<file path="src/rtl/demux_frame_ctrl.sv">
// demux_frame_ctrl: serial frame front-end for a 1-to-4 demux.
// Frame format: start bit (1), address MSB, address LSB, PAYLOAD_LEN payload bits.
// The address is held on s1/s0 and each payload bit is shown on `a` for one cycle.
// Optional build macro DEMUX_FRAME_PARITY_EN adds a trailing even-parity bit
// covering the address and payload bits, checked into the `err` pulse.
//
// state      | meaning
// -----------+-----------------------------------------------------------
// ST_IDLE    | waiting for a start bit; valid zeros are idle line
// ST_ADDR_HI | next valid bit is the address MSB (kept in a shadow reg)
// ST_ADDR_LO | next valid bit is the address LSB; s1/s0 load together
// ST_PAYLOAD | forwarding payload bits to `a`, counting up to PAYLOAD_LEN
// ST_PARITY  | (parity build) waiting for the parity bit
module demux_frame_ctrl #(
  parameter int PAYLOAD_LEN = 8
) (
  input  logic clk,
  input  logic rst_n,
  input  logic din,
  input  logic din_valid,
  input  logic abort,
  output logic a,
  output logic s1,
  output logic s0,
  output logic busy,
  output logic frame_done,
  output logic err
);

`ifdef DEMUX_FRAME_PARITY_EN
  typedef enum logic [2:0] {
    ST_IDLE, ST_ADDR_HI, ST_ADDR_LO, ST_PAYLOAD, ST_PARITY
  } state_e;
`else
  typedef enum logic [2:0] {
    ST_IDLE, ST_ADDR_HI, ST_ADDR_LO, ST_PAYLOAD
  } state_e;
`endif

  // Counter is 8 bits; legal lengths 1..255 never wrap inside a frame.
  localparam logic [7:0] LEN = 8'(PAYLOAD_LEN);

  state_e     state_q, state_d;
  logic       addr_hi_q, addr_hi_d;
  logic       s1_q, s1_d;
  logic       s0_q, s0_d;
  logic       a_q, a_d;
  logic       busy_q, busy_d;
  logic       done_q, done_d;
  logic [7:0] cnt_q, cnt_d;
  logic [7:0] cnt_inc;

`ifdef DEMUX_FRAME_PARITY_EN
  logic       par_q, par_d;
  logic       err_q, err_d;
`endif

  assign cnt_inc = cnt_q + 8'd1;

  // Next-state and next-output decode; abort overrides any bit in its cycle.
  always_comb begin
    state_d   = state_q;
    addr_hi_d = addr_hi_q;
    s1_d      = s1_q;
    s0_d      = s0_q;
    cnt_d     = cnt_q;
    a_d       = 1'b0;
    busy_d    = busy_q;
    done_d    = 1'b0;
`ifdef DEMUX_FRAME_PARITY_EN
    par_d     = par_q;
    err_d     = 1'b0;
`endif
    if (abort) begin
      state_d = ST_IDLE;
      busy_d  = 1'b0;
    end else if (din_valid) begin
      case (state_q)
        ST_IDLE: begin
          if (din) begin
            state_d = ST_ADDR_HI;
            busy_d  = 1'b1;
          end
        end
        ST_ADDR_HI: begin
          addr_hi_d = din;
`ifdef DEMUX_FRAME_PARITY_EN
          par_d     = din;
`endif
          state_d   = ST_ADDR_LO;
        end
        ST_ADDR_LO: begin
          s1_d    = addr_hi_q;
          s0_d    = din;
          cnt_d   = 8'd0;
`ifdef DEMUX_FRAME_PARITY_EN
          par_d   = par_q ^ din;
`endif
          state_d = ST_PAYLOAD;
        end
        ST_PAYLOAD: begin
          a_d   = din;
          cnt_d = cnt_inc;
`ifdef DEMUX_FRAME_PARITY_EN
          par_d = par_q ^ din;
          if (cnt_inc == LEN) begin
            state_d = ST_PARITY;
          end
`else
          if (cnt_inc == LEN) begin
            state_d = ST_IDLE;
            busy_d  = 1'b0;
            done_d  = 1'b1;
          end
`endif
        end
`ifdef DEMUX_FRAME_PARITY_EN
        ST_PARITY: begin
          state_d = ST_IDLE;
          busy_d  = 1'b0;
          done_d  = 1'b1;
          err_d   = (din != par_q);
        end
`endif
        default: begin
          state_d = ST_IDLE;
          busy_d  = 1'b0;
        end
      endcase
    end
  end

  // State and registered outputs; reset clears everything, including s1/s0.
  always_ff @(posedge clk or negedge rst_n) begin
    if (!rst_n) begin
      state_q   <= ST_IDLE;
      addr_hi_q <= 1'b0;
      s1_q      <= 1'b0;
      s0_q      <= 1'b0;
      cnt_q     <= 8'd0;
      a_q       <= 1'b0;
      busy_q    <= 1'b0;
      done_q    <= 1'b0;
    end else begin
      state_q   <= state_d;
      addr_hi_q <= addr_hi_d;
      s1_q      <= s1_d;
      s0_q      <= s0_d;
      cnt_q     <= cnt_d;
      a_q       <= a_d;
      busy_q    <= busy_d;
      done_q    <= done_d;
    end
  end

`ifdef DEMUX_FRAME_PARITY_EN
  // Running parity and mismatch flag for the parity build.
  always_ff @(posedge clk or negedge rst_n) begin
    if (!rst_n) begin
      par_q <= 1'b0;
      err_q <= 1'b0;
    end else begin
      par_q <= par_d;
      err_q <= err_d;
    end
  end

  assign err = err_q;
`else
  assign err = 1'b0;
`endif

  assign a          = a_q;
  assign s1         = s1_q;
  assign s0         = s0_q;
  assign busy       = busy_q;
  assign frame_done = done_q;

endmodule

</file>
<file path="config.mk">
export PLATFORM = sky130hd
export DESIGN_NAME = demux_frame_ctrl
export DESIGN_NICKNAME = d
export VERILOG_FILES = /design/src/rtl/demux_frame_ctrl.sv
export SDC_FILE = /design/constraint.sdc
export NUM_CORES = 1
export LEC_CHECK = 0
export CAP_MARGIN = 20
export CORE_MARGIN = 2
export CORE_UTILIZATION = 25
export CTS_CLUSTER_DIAMETER = 50
export CTS_CLUSTER_SIZE = 16
export DETAILED_ROUTE_END_ITERATION = 16
export GPL_ROUTABILITY_DRIVEN = 0
export GPL_TIMING_DRIVEN = 0
export MAX_ROUTING_LAYER = met4
export SETUP_SLACK_MARGIN = 0.4
export SLEW_MARGIN = 30
export SYNTH_ARGS = -nofsm -noshare
export SYNTH_HDL_FRONTEND = slang
export SYNTH_SLANG_ARGS = --single-unit
</file>
<file path="constraint.sdc">
create_clock -name clk -period 2.35 [get_ports clk]
set_input_delay 0.5875 -clock clk [delete_from_list [all_inputs] [get_ports clk]]
set_output_delay 0.5875 -clock clk [all_outputs]
set_load 0.1 [all_outputs]
</file>
Word level (Yosys, flattened, before mapping) --
Index checks and enable logic that the tools add are counted.
Storage, ports and cells: logic and storage cells 44, bits in registers 17, output and inout bits 6, input bits 5
Operators by class: reductions and logical operators 9, bitwise operators 1, $add $sub $neg 1, eq/ne operators 7, muxes and demuxes 18
Operators with widths (count):
- $pmux W8 S2 | 1
- $mux W3 | 4
- $pmux W3 S4 | 1
- $reduce_and A3 Y1 | 4
- $mux W1 | 11
- $add A8 B1 Y8 const B | 1
- $eq A8 B4 Y1 const B | 1
- $eq A3 B2 Y1 const B | 2
- $ne A3 B3 Y1 const B | 2
- $reduce_and A4 Y1 | 1
- $reduce_bool A2 Y1 | 2
- $eq A3 B1 Y1 const B | 1
- $logic_not A3 Y1 | 1
- $pmux W1 S3 | 1
- $ne A2 B1 Y1 const B | 1
- $reduce_or A2 Y1 | 1
- $not A1 Y1 | 1

Logic depth before layout (Yosys ltp) --
depth in word-level cells 6, mapped depth 6, gate-level depth less buffers 6

Worst setup path after synthesis --
Ideal clock, no wire load.
path type reg-to-reg, start point register cnt_q[0], end point register busy_q, in the netlist busy, data arrival time 1534 ps, path buffers 0, setup slack 696 ps, clock period less this slack 1654 ps, library setup time 120 ps, data required time 2230 ps, cell stages (with the launch flop) 7, path through dfrtp_1 -> ha_1 -> a311oi_1 -> a31oi_2 -> o2bb2ai_2 -> a21o_1 -> o211a_1
On the way: word-level cells in the longest chain between the ends 4
Ends and longest elaborated chain:
- start: declaration | line 50 | logic [7:0] cnt_q, cnt_d;
- start signal: assignment | line 149 | cnt_q <= cnt_d;
- $add A8 B1 Y8 | line 58 | assign cnt_inc = cnt_q + 8'd1;
- $eq A8 B4 Y1 | line 110 | if (cnt_inc == LEN) begin
- $ne A3 B3 Y1 (no source line)
- $reduce_and A4 Y1 (no source line)
- end signal: assignment | line 151 | busy_q <= busy_d;
- end: declaration | line 48 | logic busy_q, busy_d;
Every way passes these cells. A chain may end at the register's enable or synchronous reset.

Worst setup path in the final report --
start point input din_valid, end point register cnt_q[7]
On the way: word-level cells in the longest chain between the ends 1
Ends and longest elaborated chain:
- start: declaration | line 20 | input logic din_valid,
- $reduce_and A3 Y1 (no source line)
Every way passes these cells.

==> run metrics <==
status=finished, final reports clean; CTS tree=yes; layout cells sized above 1=31.0%; port buffer count=9; Mapped Avg Cell Area=10.7 um2; register area share after synthesis=37.4%; Max Freq=0.536 GHz; setup TNS=0 ns; hold path depth=1; total iterations of the first detailed-routing run=4; RSZ-0062 raised after global routing=true; CP max FO=10; Clock Sinks=16; Hold Path Class=reg2reg; most common cell after layout, fill and taps aside=dfrtp_1; required time of the critical path=2.49 ns; Post-synth ARST share=100%; global-route wire length before repair=3750 um; final-report hold violation count=0; Final ANT Viol Nets=0; vias in the first global route=777; total CTS buffers=3; Iter 0 DRT Violations=36; DRC Markers=0; # nets final=125; number of synthesized register bits=16; number of synthesized flops with an enable pin=0; Post-Synthesis Cell Area=0.00107 mm2; Die Height=69.5 um; Top FF cell, synth=dfrtp_1; detailed placer's ending HPWL=1580 um; Worst Skew=0.00659 ns; endpoints failing setup=0; post-synthesis adder-cell area fraction=7.01%; Via density=4.91; r2r startpoint=cnt_q[0]$_DFFE_PN0P_; Die Area=0.00482 mm2; multiplexer share of the synthesized area=7.13%; Tmin final=1.86 ns; Syn Nets=111; Syn Inst Count=100; Root Driver=clkbuf_8; Slew @ Worst Pin=0.746 ns; Initial Utilization=26.4%; most frequent cells in the layout=dfrtp_1 (16), inv_1 (6), nand2_1 (6); peak supply drop=0.648 mV; core area=0.00406 mm2; DR WL/cell=13.1 um; later-pin clock latency in the skew report=0.25 ns; Setup CP Type=in2reg; Leak=0.547 nW; R2R setup slack=0.49 ns; max_cap viols=0; R2R cell count=6; H-tree levels=1; gr usage total=9.66%; # rows=23; n_diodes=0; io pins=11; worst hold start=addr_hi_q$_DFFE_PN0P_; largest net degree at the start of global routing=17; crit path DAT=2.01 ns; worst hold endpoint=s1$_DFFE_PN0P_; YS warnings=0; grt ovf=0; synth unique cells=45; clock buffer depth=2; post-synthesis xor/xnor area fraction=2.45%; main combinational cell family by area after synthesis=compound AO/OA/AOI/OAI gates; Final period util=79.3%; Startpoint Class=input pin; width of the chip=69.5 um; post-layout util=32.0%; Max-slew headroom=50.1%; fill count=395; area delta synth->final=21.4%; power density cells=620 mW/mm2; simple-gate share of the synthesized area=18.5%; complex-gate fraction of the synthesized area=20.8%; Slew Viols, Final=0; Worst Setup End Kind=register; wirelength, routed=2130 um; via count=800; clock-pin slew on the worst setup and hold paths=0.07 ns; initial antenna violation count=0; RR Endpoint=state_q[1]$_DFFE_PN0P_
kinds of logic (layout without fill, tap and decap cells):
| group | count (synthesis) | after routing |
|---|---|---|
| AND/OR/NAND/NOR | 32 | 32 |
| AO/OA/AOI/OAI | 26 | 26 |
| flip-flops | 16 | 16 |
| buffers and inverters | 10 | 23 |
| adder cells (fa/ha/maj) | 6 | 6 |
| multiplexers | 6 | 6 |
| XOR/XNOR | 3 | 3 |
| other | 1 | 1 |
layer usage:
layer / vias up / wire length, um / GRT usage, %
met5: - / 0 / -
met4: 0 / 12 / 3.05
met3: 4 / 94 / 3.49
met2: 13 / 1020 / 14.0
met1: 395 / 1010 / 12.6
li1: 388 / - / -
power by group:
group          leakage [nW]  internal [mW]  switching [mW]
Sequential            0.219          0.304          0.0222
Combinational         0.299         0.0650           0.163
Clock                0.0288          0.149           0.102
Total                 0.547          0.518           0.287
through the flow:
stage          hold slack (ns)  power [mW]  setup WS, ns  cells  instance area, um2
2_1_floorplan            0.292       0.503         0.696    100                1070
3_3_place_gp             0.490       0.561         0.190    159                1220
3_5_place_dp             0.501       0.565         0.141    159                1220
4_1_cts                  0.518       0.813         0.400    163                1280
5_1_grt                  0.536       0.842         0.365    163                1300
6_report                 0.508       0.806         0.486    163                1300
Yosys cell counts, drive strengths merged (3+ instances only):
library cell / count / area, um2
a21oi: 3 / 26.3
and3: 4 / 31.3
buf: 3 / 32.5
dfrtp: 16 / 400
ha: 6 / 75.1
inv: 6 / 22.5
mux2: 3 / 33.8
mux2i: 3 / 42.5
nand2: 8 / 37.5
nand3: 3 / 15.0
nor2: 4 / 15.0
o21ai: 8 / 40.0
o31ai: 4 / 35.0
xnor2: 3 / 26.3
layout make-up:
type | count | area (um2) | share of cell area (%)
clock buffers | 4 | 55.1 | 4.23
plain buffers | 4 | 46.3 | 3.56
well taps | 50 | 62.6 | 4.81
flip-flops and latches | 16 | 400 | 30.8
inverters | 6 | 22.5 | 1.73
repair buffers | 9 | 96.3 | 7.41
multi-input cells | 74 | 617 | 47.4
sequential cells by signal (all words and copies together) (netlist names):
| name | count |
|---|---|
| state_q | 2 |
| busy | 1 |
| a | 1 |
| cnt_q | 8 |
| addr_hi_q | 1 |
| s1 | 1 |
| frame_done | 1 |
| s0 | 1 |
critical path, cell delays in order:
cell and delay (ns):
clkdlybuf4s50_1 0.52, nor2b_1 0.16, buf_2 0.21, nand2_2 0.16, o41ai_1 0.36
timing repair:
item                                    in CTS  in global routing
endpoints found under the setup margin       5                  6
cloned                                       0                  0
buffers inserted                             0                  0
hold buffers                                 0                  0
hold endpoints to repair                     0                  0
gates resized for setup                     15                  4
worst max-delay path by stage:
stage / start / endpoint / slack [ns]
6_report: din_valid / cnt_q[7]$_DFFE_PN0P_ / 0.49
5_1_grt: abort / cnt_q[7]$_DFFE_PN0P_ / 0.36
4_1_cts: abort / cnt_q[7]$_DFFE_PN0P_ / 0.40
3_5_place_dp: abort / cnt_q[5]$_DFFE_PN0P_ / 0.14
3_3_place_gp: din_valid / cnt_q[7]$_DFFE_PN0P_ / 0.19
2_1_floorplan: cnt_q[0]$_DFFE_PN0P_ / busy$_DFFE_PN0P_ / 0.70
No activity file was read; power rests on OpenSTA's default activity.
